## config.mk

```make
export PLATFORM = sky130hd
export DESIGN_NAME = fifo_read_arbiter
export DESIGN_NICKNAME = d
export VERILOG_FILES = /design/src/rtl/fifo_read_arbiter.sv
export SDC_FILE = /design/constraint.sdc
export NUM_CORES = 1
export LEC_CHECK = 0
export BUFFER_PORTS_ARGS = -buffer_cell sky130_fd_sc_hd__buf_2
export CAP_MARGIN = 20
export CORE_MARGIN = 10
export CORE_UTILIZATION = 40
export CTS_BUF_LIST = sky130_fd_sc_hd__clkbuf_8
export DETAILED_ROUTE_END_ITERATION = 10
export GPL_TIMING_DRIVEN = 0
export PLACE_DENSITY = 0.7
export RECOVER_POWER = 50
export SLEW_MARGIN = 10
export SYNTH_ARGS = -nofsm -noshare
export SYNTH_HDL_FRONTEND = slang
export SYNTH_SLANG_ARGS = --single-unit
export TNS_END_PERCENT = 1
```

## constraint.sdc

```tcl
create_clock -name in_clk -period 1.4 [get_ports in_clk]
set_input_delay 0 -clock in_clk [delete_from_list [all_inputs] [get_ports in_clk]]
set_output_delay 0 -clock in_clk [all_outputs]
set_load 0.05 [all_outputs]
```

## src/rtl/fifo_read_arbiter.sv

```systemverilog
// Arbitrates the sample FIFO read port between the UART and I2S sinks.
// Optional starvation counter enabled by defining ARB_STARVE_CNT_EN.
module fifo_read_arbiter #(
  parameter int BPS    = 24,
  parameter int RD_LAT = 2
) (
  input  logic           in_clk,
  input  logic           in_rst_n,
  input  logic [1:0]     in_mode,
  input  logic           in_fifo_empty,
  input  logic [BPS-1:0] in_sample,
  input  logic           in_uart_req,
  input  logic           in_i2s_req,
  output logic           out_fifo_en,
  output logic [BPS-1:0] out_sample,
  output logic           out_uart_valid,
  output logic           out_i2s_valid,
  output logic           out_busy
`ifdef ARB_STARVE_CNT_EN
  ,
  output logic [15:0]    out_starve_cnt
`endif
);

  typedef enum logic [1:0] {
    S_IDLE,
    S_READ,
    S_WAIT,
    S_DELIVER
  } state_t;

  state_t     state;
  logic [1:0] wait_cnt;
  logic       grant_uart;
  logic       last_uart;
  logic       elig_uart;
  logic       elig_i2s;
  logic       pick_uart;

  always_comb begin
    elig_uart = in_uart_req & in_mode[0];
    elig_i2s  = in_i2s_req  & in_mode[1];
    // On a tie the sink that was not served last takes the grant.
    pick_uart = elig_uart & (~elig_i2s | ~last_uart);
  end

  always_ff @(posedge in_clk) begin
    if (!in_rst_n) begin
      state          <= S_IDLE;
      wait_cnt       <= '0;
      grant_uart     <= 1'b0;
      last_uart      <= 1'b0;
      out_fifo_en    <= 1'b0;
      out_sample     <= '0;
      out_uart_valid <= 1'b0;
      out_i2s_valid  <= 1'b0;
      out_busy       <= 1'b0;
    end else begin
      out_fifo_en    <= 1'b0;
      out_uart_valid <= 1'b0;
      out_i2s_valid  <= 1'b0;
      case (state)
        S_IDLE: begin
          if ((elig_uart | elig_i2s) && !in_fifo_empty) begin
            state       <= S_READ;
            grant_uart  <= pick_uart;
            out_fifo_en <= 1'b1;
            out_busy    <= 1'b1;
          end
        end
        S_READ: begin
          state    <= S_WAIT;
          wait_cnt <= 2'(RD_LAT - 1);
        end
        S_WAIT: begin
          if (wait_cnt == '0) begin
            state          <= S_DELIVER;
            out_sample     <= in_sample;
            last_uart      <= grant_uart;
            out_uart_valid <= grant_uart;
            out_i2s_valid  <= ~grant_uart;
          end else begin
            wait_cnt <= wait_cnt - 2'd1;
          end
        end
        S_DELIVER: begin
          state    <= S_IDLE;
          out_busy <= 1'b0;
        end
        default: begin
          state    <= S_IDLE;
          out_busy <= 1'b0;
        end
      endcase
    end
  end

`ifdef ARB_STARVE_CNT_EN
  always_ff @(posedge in_clk) begin
    if (!in_rst_n || in_mode == 2'b00) begin
      out_starve_cnt <= '0;
    end else if (state == S_IDLE && (elig_uart | elig_i2s) && in_fifo_empty &&
                 out_starve_cnt != '1) begin
      out_starve_cnt <= out_starve_cnt + 16'd1;
    end
  end
`endif

endmodule
```

==> summary.txt <==
Clocking
  – Num CTS Buffers: 5
  – CTS tree: done
  – Setup Buffers After CTS: 0
  – Htree depth: 2
  – Clock root buffer: clkbuf_8
  – Clk sinks: 34
  – Max Root-Sink Buffers: 2
  – Clock latency on the worst-skew pair: 0.29 ns
  – Clk slew on worst S/H paths: 0.06 ns

Worst setup path
  – Req. time, crit path: 1.58 ns
  – Slowest CP cell: dfxtp_2
  – Worst-path fanout max: 10
  – CP cell instances: inv_1, ha_4, and2_4, buf_12, buf_12, and3_1
  – Setup CP Type: reg2reg
  – CP Capture Type: flop
  – Crit path DAT: approximately 1.5 ns
  – Startpoint Class: flop
  – Cell mode on critical path: buf_12
  – Largest stage delay on the critical path: 0.36 ns

Job
  – Number of max-cap violations: 0

Floorplanning
  – Die H: 81.47 µm
  – Core box area: 0.003661 mm²
  – Die W: 81.47 µm
  – Die ar.: between 0.006 and 0.007 mm²
  – # rows: 22
  – IO Pins: just under 60
  – Initial Util: between 40 and 50%

Synth
  – EDFF count, synth: 0
  – Post-Synthesis Net Count: 197
  – Main synth FF type: dfxtp_1
  – Yosys cell types: 28
  – Synth Warn #: 0
  – Synth Instances: 160
  – #FFs+latches synth: 34
  – Sequential area share after synthesis: roughly 45%
  – Async SR Flop Fraction: 0%
  – Cell Area, Synth: 0.001511 mm²
  – Mapped Avg Cell Area: approximately 9.4 µm²

Drt
  – Via Count: 1310
  – DRT iter0 DRCs: 35
  – DRT antenna net count: 0
  – DRT Wirelength: 3762 µm
  – Per-cell routed wire length: 12.67 µm
  – Via density: about 4.4
  – # DRC: 0
  – Drt pass-1 iters: 3

STA
  – RSZ-0062 raised after global routing: yes
  – Final Cycle Share: 95.40%
  – Minimum clock period: between 1 and 1.5 ns
  – Max Freq: ~750 MHz
  – Hold Fails Final Rpt: 0
  – Clock Skew: 0.005750 ns
  – Slew @ Worst Pin: ~0.63 ns
  – Max-Slew Margin vs Limit: 58.24%
  – Final slew viol count: 0
  – Final setup viols: 0

GRT
  – GRT overflow: 0
  – Largest net degree at the start of global routing: 11
  – Vias in the first global route: approximately 1300
  – Initial antenna violation count: 0
  – First-pass GRT wire length: 6120 µm
  – GRT Resource Usage Total: approximately an eighth

Place
  – Post-Place Cell Area: about 0.0019 mm²
  – RD Place Congestion: approximately 0.73
  – Port-buffer cells: 57
  – DP HPWL: 2643 µm
  – Placed Cells: 265

Final layout
  – Layout cells sized above 1: 30.52%
  – Filler Cells Inserted: around 350
  – # diodes: 0
  – Final Non-Filler Cells: just under 300
  – # nets final: 285
  – Core Util, Final: 59.33%
  – Layout area overhead: 43.71%
  – Final Instance Area: 0.002172 mm²

Worst hold path
  – Worst hold path class: in2reg

Status
  – Status: finished clean

Power
  – Overall power: 3.727 mW
  – Cell Pwr Density: around 1700 mW/mm²
  – Worst IR Drop VDD: just under 1000 µV
  – Leak: 0.8387 nW
## power breakdown
part	total, mW	internal (mW)	switching, mW
combinational	1.71	0.584	1.13
sequential	1.29	1.17	0.120
clock	0.727	0.389	0.338
## cell usage after synthesis, types with 2 or more instances
cell type,count,area share (%)
dfxtp_1,34,45
nor2_1,3,0.74
inv_1,5,1.2
o21ai_0,3,0.99
nand2_2,9,3.7
nand2b_1,2,0.83
ha_1,6,5.0
buf_12,2,2.6
and2_1,2,0.83
a21boi_0,8,4.0
buf_2,3,0.99
and2_4,2,1.2
clkbuf_1,2,0.50
a21boi_2,18,13
nand2_1,48,12
## routing by layer
layer  vias to the layer above  wire, µm  track usage, %
met5                         -         0               0
met4                         0        62           5.190
met3                         7       295           4.585
met2                        36      1829           19.91
met1                       577      1575           12.46
li1                        690         -               -
## registers in the layout, indices dropped and copies added (netlist names)
signal and cells:
wait_cnt 2, out_uart_valid 1, out_i2s_valid 1, state 2, last_uart 1, out_sample 24, grant_uart 1, out_busy 1
out_fifo_en 1
## area by class of cell
class / instances / area (µm²) / area share [%]
Tap cell: 48 / 60.06 / 2.765
Clock inverter: 2 / 8.758 / 0.4032
Buffer: 9 / 87.58 / 4.032
Multi-Input combinational cell: 112 / 742.0 / 34.16
Inverter: 5 / 18.77 / 0.8641
Sequential cell: 34 / 681.9 / 31.39
Timing Repair Buffer: 81 / 490.5 / 22.58
Clock buffer: 6 / 82.58 / 3.802
## cells by family (layout without fill, tap and decap cells)
| kind of cell | after synthesis | count (layout) | share of synthesized area (%) |
|---|---|---|---|
| buf+inv | 14 | 103 | 6.705 |
| fa+ha+maj | 6 | 6 | 4.967 |
| compound gates | 34 | 34 | 21.03 |
| mux | 1 | 1 | 0.6623 |
| simple gates | 71 | 71 | 21.61 |
| flops | 34 | 34 | 45.03 |
## critical path: cells and delay by family (launching register included)
family	cells	cell delay, ns
flip-flops	1	0.36
buffers and inverters	3	0.37
AND/OR/NAND/NOR	2	0.31
adder cells (fa/ha/maj)	1	0.19
## path summary, 6_finish.rpt
path | depth (start not counted) | slack [ns] | start | to
worst min-delay path | 3 | 0.02 | in_mode[0] | grant_uart
worst min register to register | 2 | 0.46 | out_sample[8] | out_sample[8]
worst max register to register | 6 | 0.06 | state[0] | out_uart_valid
worst max-delay path | 6 | 0.06 | state[0] | out_uart_valid
## layout by cell type (no fill, tap or decap), types with 2 or more instances in the layout
cell           synthesis  layout
a21boi_0               8       8
a21boi_2              18      18
and2_1                 2       2
and2_4                 2       2
buf_12                 2       2
buf_2                  3      30
buf_4                  0       2
clkbuf_1               2      30
clkbuf_8               0       6
dfxtp_1               34      33
dlygate4sd3_1          0      24
ha_1                   6       5
inv_1                  5       6
nand2_1               48      48
nand2_2                9       9
nand2b_1               2       2
nor2_1                 3       3
o21ai_0                3       3
## through the flow
step | worst slack, ns | TNS (ns) | hold slack, ns
after floorplan | 0.04095 | 0 | 0.1267
after global placement | -0.04908 | -0.5749 | 0.2421
after detailed placement | -0.06384 | -0.8025 | 0.2450
after CTS | 0.04787 | 0 | 0.009947
after global routing | -0.02536 | -0.06011 | 0.02187
final | 0.06445 | 0 | 0.02415
## timing repair
item / CTS / global route
hold endpoints to repair: 24 / 0
hold buffers: 24 / 0
setup endpoints to repair: 23 / 16
resized for setup: 3 / 3
pin swaps: 0 / 0
No activity file was read; power rests on OpenSTA's default activity.
